File: config.mk
export PLATFORM = sky130hd
export DESIGN_NAME = tstamp_capture
export DESIGN_NICKNAME = d
export VERILOG_FILES = /design/src/rtl/tstamp_capture.sv
export SDC_FILE = /design/constraint.sdc
export NUM_CORES = 1
export LEC_CHECK = 0
export ABC_AREA = 1
export CORE_UTILIZATION = 57
export CTS_BUF_LIST = sky130_fd_sc_hd__clkbuf_4 sky130_fd_sc_hd__clkbuf_8
export CTS_CLUSTER_DIAMETER = 120
export CTS_CLUSTER_SIZE = 40
export DETAILED_ROUTE_END_ITERATION = 8
export GPL_TIMING_DRIVEN = 0
export PLACE_DENSITY_LB_ADDON = 0.05
export SYNTH_ARGS = -nofsm -noshare
export SYNTH_HDL_FRONTEND = slang
export SYNTH_SLANG_ARGS = --single-unit
File: constraint.sdc
create_clock -name i_clk -period 3.38 [get_ports i_clk]
set_clock_uncertainty 0.05 [all_clocks]
set_input_delay 0.507 -clock i_clk [delete_from_list [all_inputs] [get_ports i_clk]]
set_output_delay 0.507 -clock i_clk [all_outputs]
set_load 0.02 [all_outputs]
File: src/rtl/tstamp_capture.sv
// tstamp_capture
//   Watches the pipelined fractional-second time stream from the GPS clock
//   adder. When the fraction rolls over, it emits a PPS pulse and advances a
//   running seconds count. On an external event it latches a full timestamp
//   (seconds + fraction) and holds it until the consumer acknowledges it.
//
// Ports
//   i_clk      system clock
//   i_reset    synchronous active-high reset
//   i_sync     qualifies i_r, one cycle per new time value
//   i_r        fractional-second time, unsigned, full scale = 1 s
//   i_event    event strobe (already synchronous), one cycle per event
//   i_ack      consumer has read the stamp
//   o_pps      one-cycle pulse per detected second roll-over
//   o_now_sec  running seconds count
//   o_valid    stamp registers hold an unread capture
//   o_sec      captured seconds
//   o_frac     captured fraction
//   o_overrun  sticky: an event was dropped while o_valid was high
module tstamp_capture #(
  parameter int unsigned LGSEC = 32
) (
  input  logic             i_clk,
  input  logic             i_reset,
  input  logic             i_sync,
  input  logic [63:0]      i_r,
  input  logic             i_event,
  input  logic             i_ack,
  output logic             o_pps,
  output logic [LGSEC-1:0] o_now_sec,
  output logic             o_valid,
  output logic [LGSEC-1:0] o_sec,
  output logic [63:0]      o_frac,
  output logic             o_overrun
);

  logic [63:0]      r_last;
  logic             r_primed;

  logic             wrap;
  logic [63:0]      cur_frac;
  logic [LGSEC-1:0] cur_sec;

  // A roll-over is seen as the fraction going backwards between two syncs.
  // Before the first sync there is no reference, so no wrap is possible.
  always_comb begin
    wrap     = i_sync && r_primed && (i_r < r_last);
    cur_frac = i_sync ? i_r : r_last;
    cur_sec  = wrap ? (o_now_sec + LGSEC'(1)) : o_now_sec;
  end

  // Time tracking: last fraction, priming flag, seconds count and PPS.
  always_ff @(posedge i_clk) begin
    if (i_reset) begin
      r_last    <= '0;
      r_primed  <= 1'b0;
      o_pps     <= 1'b0;
      o_now_sec <= '0;
    end else begin
      o_pps     <= wrap;
      o_now_sec <= cur_sec;
      if (i_sync) begin
        r_last   <= i_r;
        r_primed <= 1'b1;
      end
    end
  end

  // Capture handshake. An ack in the same cycle as an event frees the slot
  // for the new stamp, so that event is accepted rather than dropped.
  always_ff @(posedge i_clk) begin
    if (i_reset) begin
      o_valid   <= 1'b0;
      o_sec     <= '0;
      o_frac    <= '0;
      o_overrun <= 1'b0;
    end else if (i_event) begin
      if (!o_valid || i_ack) begin
        o_sec   <= cur_sec;
        o_frac  <= cur_frac;
        o_valid <= 1'b1;
        if (i_ack)
          o_overrun <= 1'b0;
      end else begin
        o_overrun <= 1'b1;
      end
    end else if (i_ack) begin
      o_valid   <= 1'b0;
      o_overrun <= 1'b0;
    end
  end

endmodule

==> flow_summary.rst <==
.. list-table::
   :header-rows: 1

   * - Metric
     - Value
   * - 1st-iter DRT viols
     - 583
   * - Mean Syn Cell Area
     - 7.38 µm²
   * - Final number of max-transition violations
     - 0
   * - CTS root buffer
     - sky130_fd_sc_hd__clkbuf_8
   * - Post-Syn Nets
     - 1407
   * - Cells traversed along the worst timing path
     - clkdlybuf4s50_1 -> ha_1 -> nand2_1 -> nor3_2 -> nand2_1 -> nor3_1 -> nand2_2 -> buf_2 -> nand4_1 -> nand3_1 -> nand2_1 -> inv_1
   * - Endpoint with the worst hold slack
     - o_frac[17]$_SDFFE_PP0P_
   * - DR pass1 iterations
     - 5
   * - Overall power consumption
     - 5140 µW
   * - Final routed wire length divided by cell count
     - 14.5 µm
   * - Total negative slack for setup checks
     - 0 ns
   * - Met2 track utilization from global routing
     - 49.7%
   * - Total number of nets in the final design
     - 1624
   * - Gate count of the mapped netlist
     - 1274
   * - Worst R2R End
     - o_sec[17]$_SDFFE_PP0P_
   * - Overall die height
     - 130 µm
   * - Worst flop-to-flop path startpoint
     - r_last[63]$_SDFF_PP0_
   * - Effective utilization at floorplan
     - 58.7%
   * - Status
     - finished clean
   * - Adder and majority gate portion of the synthesized area
     - 8.52%
   * - Yosys reg bits
     - 196
   * - Most common cell after layout, fill and taps aside
     - sky130_fd_sc_hd__nor2_1
   * - Global-route wire length before repair
     - 39900 µm
   * - Headroom to the max-slew limit
     - 52.8%
   * - Critical path required time
     - 3.70 ns
   * - RSZ-0062 raised after global routing
     - no
   * - Total detailed-routing wirelength
     - 25000 µm
   * - Highest Clock Rate
     - 389 MHz
   * - Insertion delay of the later-clocked pin in the worst-skew pair
     - 0.47 ns
   * - Clock net sink count
     - 196
   * - Area enclosed by the die boundary
     - 17000 µm²
   * - Hold WS
     - 0.444 ns
   * - Hold/Removal Path Class
     - reg2reg
   * - Fraction of the mapped netlist area in simple logic gates
     - 26.4%
   * - Sequential-to-total area share from yosys stat
     - 41.8%
   * - Area overhead of the layout relative to synthesis
     - 28.5%
   * - Synthesized-area fraction occupied by xor and xnor cells
     - 2.61%
   * - Cell types occupying the most area after synthesis
     - sky130_fd_sc_hd__dfxtp_1 (42%), sky130_fd_sc_hd__nor2_1 (9.3%), sky130_fd_sc_hd__nand2_1 (8.9%), sky130_fd_sc_hd__ha_1 (8.5%), sky130_fd_sc_hd__a211oi_1 (5.1%)
   * - Fraction of power spent switching nets
     - 29.0%
   * - Antenna diodes
     - 0
   * - Total of max-cap violations
     - 0
   * - Post-detailed-placement half-perimeter wirelength
     - 19200 µm
   * - I/O Buffers
     - 198
   * - TritonCTS Buffers
     - 17
   * - Type of the setup path with the least slack
     - in2reg
   * - Synth cell types
     - 30
   * - Share of post-route cells with drive strength above 1
     - 4.19%
   * - Time the final worst path needs with I/O delays and setup
     - 2.57 ns
   * - Initial antenna violation count
     - 0
   * - Busiest metal layer after global routing
     - met2
   * - Post-CTS repair timing setup buffer count
     - 0
   * - Number of cell rows
     - 46
   * - Cell area after synthesis
     - 9400 µm²
   * - Library cell with the largest summed area after synthesis
     - sky130_fd_sc_hd__dfxtp_1
   * - Hold buffer count at CTS
     - 0
   * - Clock edge transition at the registers on the reported setup and hold paths
     - 0.10 ns
   * - Placer congestion estimate
     - 0.937
   * - Fillers
     - 1317
   * - Maximum buffer depth of the clock tree
     - 2
   * - Worst-margin pin slew
     - 0.708 ns
   * - Clock power share
     - 31.1%
   * - Vias per Instance
     - 5.28
   * - Net load switching power
     - 1490 µW
   * - Sequential share of power
     - 49.0%
   * - P_leak
     - 0.00512 µW
   * - Number of levels in the clock H-tree
     - 4
   * - Top-Level Pins
     - 200
   * - Horizontal die dimension
     - 130 µm
   * - Depth of the worst register-to-register path
     - 12
   * - TritonCTS clock tree
     - yes
   * - Arr. time, crit path
     - 2.89 ns
   * - Core region area
     - 16000 µm²
   * - Type of element capturing the critical path
     - flip-flop
   * - Count of vias placed by the detailed router
     - 9089
   * - Fraction of met3 tracks used by global routing
     - 5.50%
   * - PwrDens
     - 426 nW/µm²
   * - Family with the most delay on the worst path
     - simple AND/OR/NAND/NOR gates
   * - Crit Path Max Fanout
     - 10
   * - Internal power
     - 3650 µW
   * - Hold Fails Final Rpt
     - 0
   * - Gr usage total
     - 29.9%
   * - Largest net degree at the start of global routing
     - 17
   * - Reg2reg setup slack
     - 0.94 ns
   * - Peak supply drop
     - 0.000265 V
   * - Number of global-route vias before repair
     - 8248
   * - Antenna viol nets, final
     - 0
   * - Final Cycle Share
     - 76.1%
   * - Yosys top cell area share
     - 41.8%
   * - Complex-gate fraction of the synthesized area
     - 12.5%
   * - Logic pwr share
     - 19.9%
   * - Commonest non-fill, non-tap cells in the layout
     - sky130_fd_sc_hd__nor2_1 (234), sky130_fd_sc_hd__nand2_1 (223), sky130_fd_sc_hd__clkdlybuf4s50_1 (198), sky130_fd_sc_hd__dfxtp_1 (196), sky130_fd_sc_hd__inv_1 (126)
   * - Combinational family with the most area after synthesis
     - simple AND/OR/NAND/NOR gates
   * - Count of cells along the worst hold path
     - 2
   * - Count of final setup violators
     - 0
   * - Type of origin of the critical path
     - primary input
   * - Total buffers and inverters traversed by the critical path
     - 3
   * - Warning count from the yosys run
     - 0
   * - # DRC
     - 0
   * - Worst path max stage delay
     - 0.43 ns
   * - Met1 Resource Use GR
     - 39.5%
   * - Portion of netlist area occupied by mux cells
     - 0%
   * - Worst path most repeated cell
     - sky130_fd_sc_hd__nand2_1
   * - Min-delay src
     - o_frac[17]$_SDFFE_PP0P_
   * - Post-CTS Resized
     - 0
   * - Total overflow reported by the global router
     - 0
   * - Library cell contributing the largest single delay on the critical path
     - sky130_fd_sc_hd__clkdlybuf4s50_1
## cell usage after synthesis
cell type and number:
sky130_fd_sc_hd__nand2_1 223, sky130_fd_sc_hd__xor2_1 19, sky130_fd_sc_hd__xnor2_1 9, sky130_fd_sc_hd__or3_1 1, sky130_fd_sc_hd__clkbuf_1 46, sky130_fd_sc_hd__o211ai_1 1, sky130_fd_sc_hd__o21a_1 1, sky130_fd_sc_hd__nand4_1 46
sky130_fd_sc_hd__a21oi_1 63, sky130_fd_sc_hd__clkinv_1 1, sky130_fd_sc_hd__nor2_4 1, sky130_fd_sc_hd__inv_2 5, sky130_fd_sc_hd__inv_1 126, sky130_fd_sc_hd__buf_4 3, sky130_fd_sc_hd__nor2_2 4, sky130_fd_sc_hd__buf_1 11
sky130_fd_sc_hd__nor3_1 16, sky130_fd_sc_hd__nand2_2 1, sky130_fd_sc_hd__o21ai_1 1, sky130_fd_sc_hd__buf_2 8, sky130_fd_sc_hd__nand3_2 2, sky130_fd_sc_hd__o21ai_0 72, sky130_fd_sc_hd__nand3_4 1, sky130_fd_sc_hd__ha_1 64
sky130_fd_sc_hd__a211oi_1 64, sky130_fd_sc_hd__nor3b_1 2, sky130_fd_sc_hd__nand3_1 47, sky130_fd_sc_hd__nor2_1 234, sky130_fd_sc_hd__dfxtp_1 196, sky130_fd_sc_hd__nor3_2 6
## power by group through the flow
stage               Sequential (µW)  Combinational, µW  Clock, µW
detailed placement             2570               1010          0
global placement               2570                992          0
CTS                            2520               1020       1610
floorplan                      2670                487          0
finish                         2520               1020       1600
global route                   2530               1140       1710
## registers in the layout, summed over array words and instances, names as in the netlist
name and cells:
o_sec 32, o_frac 64, o_now_sec 32, o_pps 1, r_primed 1, o_overrun 1
r_last 64, o_valid 1
## metrics by stage
stage / setup slack (ns) / cells / utilization, % / cell area (µm²)
detailed placement: 0.400 / 1688 / 72.8 / 11600
global placement: 0.411 / 1688 / 72.8 / 11600
CTS: 0.863 / 1720 / 75.4 / 12100
finish: 0.809 / 1720 / 75.4 / 12100
global route: 0.651 / 1720 / 75.4 / 12100
floorplan: 1.30 / 1274 / - / 9400
## logic make-up after synthesis
group | after synthesis
AOI/OAI and AO/OA | 202
adders and majority gates | 64
and+or+nand+nor | 584
DFF | 196
xor gates and xnor gates | 28
buffers and inverters | 200
## worst register-to-register path, stage by stage (launching register included)
cell	delay, ns
sky130_fd_sc_hd__dfxtp_1	0.32
sky130_fd_sc_hd__inv_1	0.06
sky130_fd_sc_hd__ha_1	0.33
sky130_fd_sc_hd__nand4_1	0.12
sky130_fd_sc_hd__nor3_2	0.17
sky130_fd_sc_hd__nand2_1	0.14
sky130_fd_sc_hd__nor3_1	0.36
sky130_fd_sc_hd__nand2_2	0.22
sky130_fd_sc_hd__buf_2	0.25
sky130_fd_sc_hd__nand4_1	0.12
sky130_fd_sc_hd__nand3_1	0.09
sky130_fd_sc_hd__nand2_1	0.09
sky130_fd_sc_hd__inv_1	0.04
## worst max path at each step
stage,from,endpoint,slack [ns],depth (start not counted)
after detailed placement,i_r[63],o_sec[17]$_SDFFE_PP0P_,0.40,12
after global placement,i_r[63],o_sec[7]$_SDFFE_PP0P_,0.41,12
after global routing,i_r[61],o_sec[18]$_SDFFE_PP0P_,0.65,12
final,i_r[61],o_sec[17]$_SDFFE_PP0P_,0.81,12
after floorplan,i_r[37],o_sec[2]$_SDFFE_PP0P_,1.30,14
after CTS,i_r[61],o_sec[17]$_SDFFE_PP0P_,0.86,12
## metal layers
layer,part of all wire (%),wire (µm)
met1,45,11100
met2,47,11600
met3,7.3,1820
met4,1.6,410
met5,0,0
## final cells by class
type / instances / area, µm² / share of cell area (%)
Buffer: 68 / 277 / 2.29
Inverter: 132 / 495 / 4.10
Multi-Input combinational cell: 878 / 4700 / 39.0
Clock buffer: 23 / 304 / 2.52
Sequential cell: 196 / 3920 / 32.5
Tap cell: 216 / 270 / 2.24
Timing Repair Buffer: 198 / 1980 / 16.4
Clock inverter: 9 / 118 / 0.974
Power figures use the tool's default switching activity.
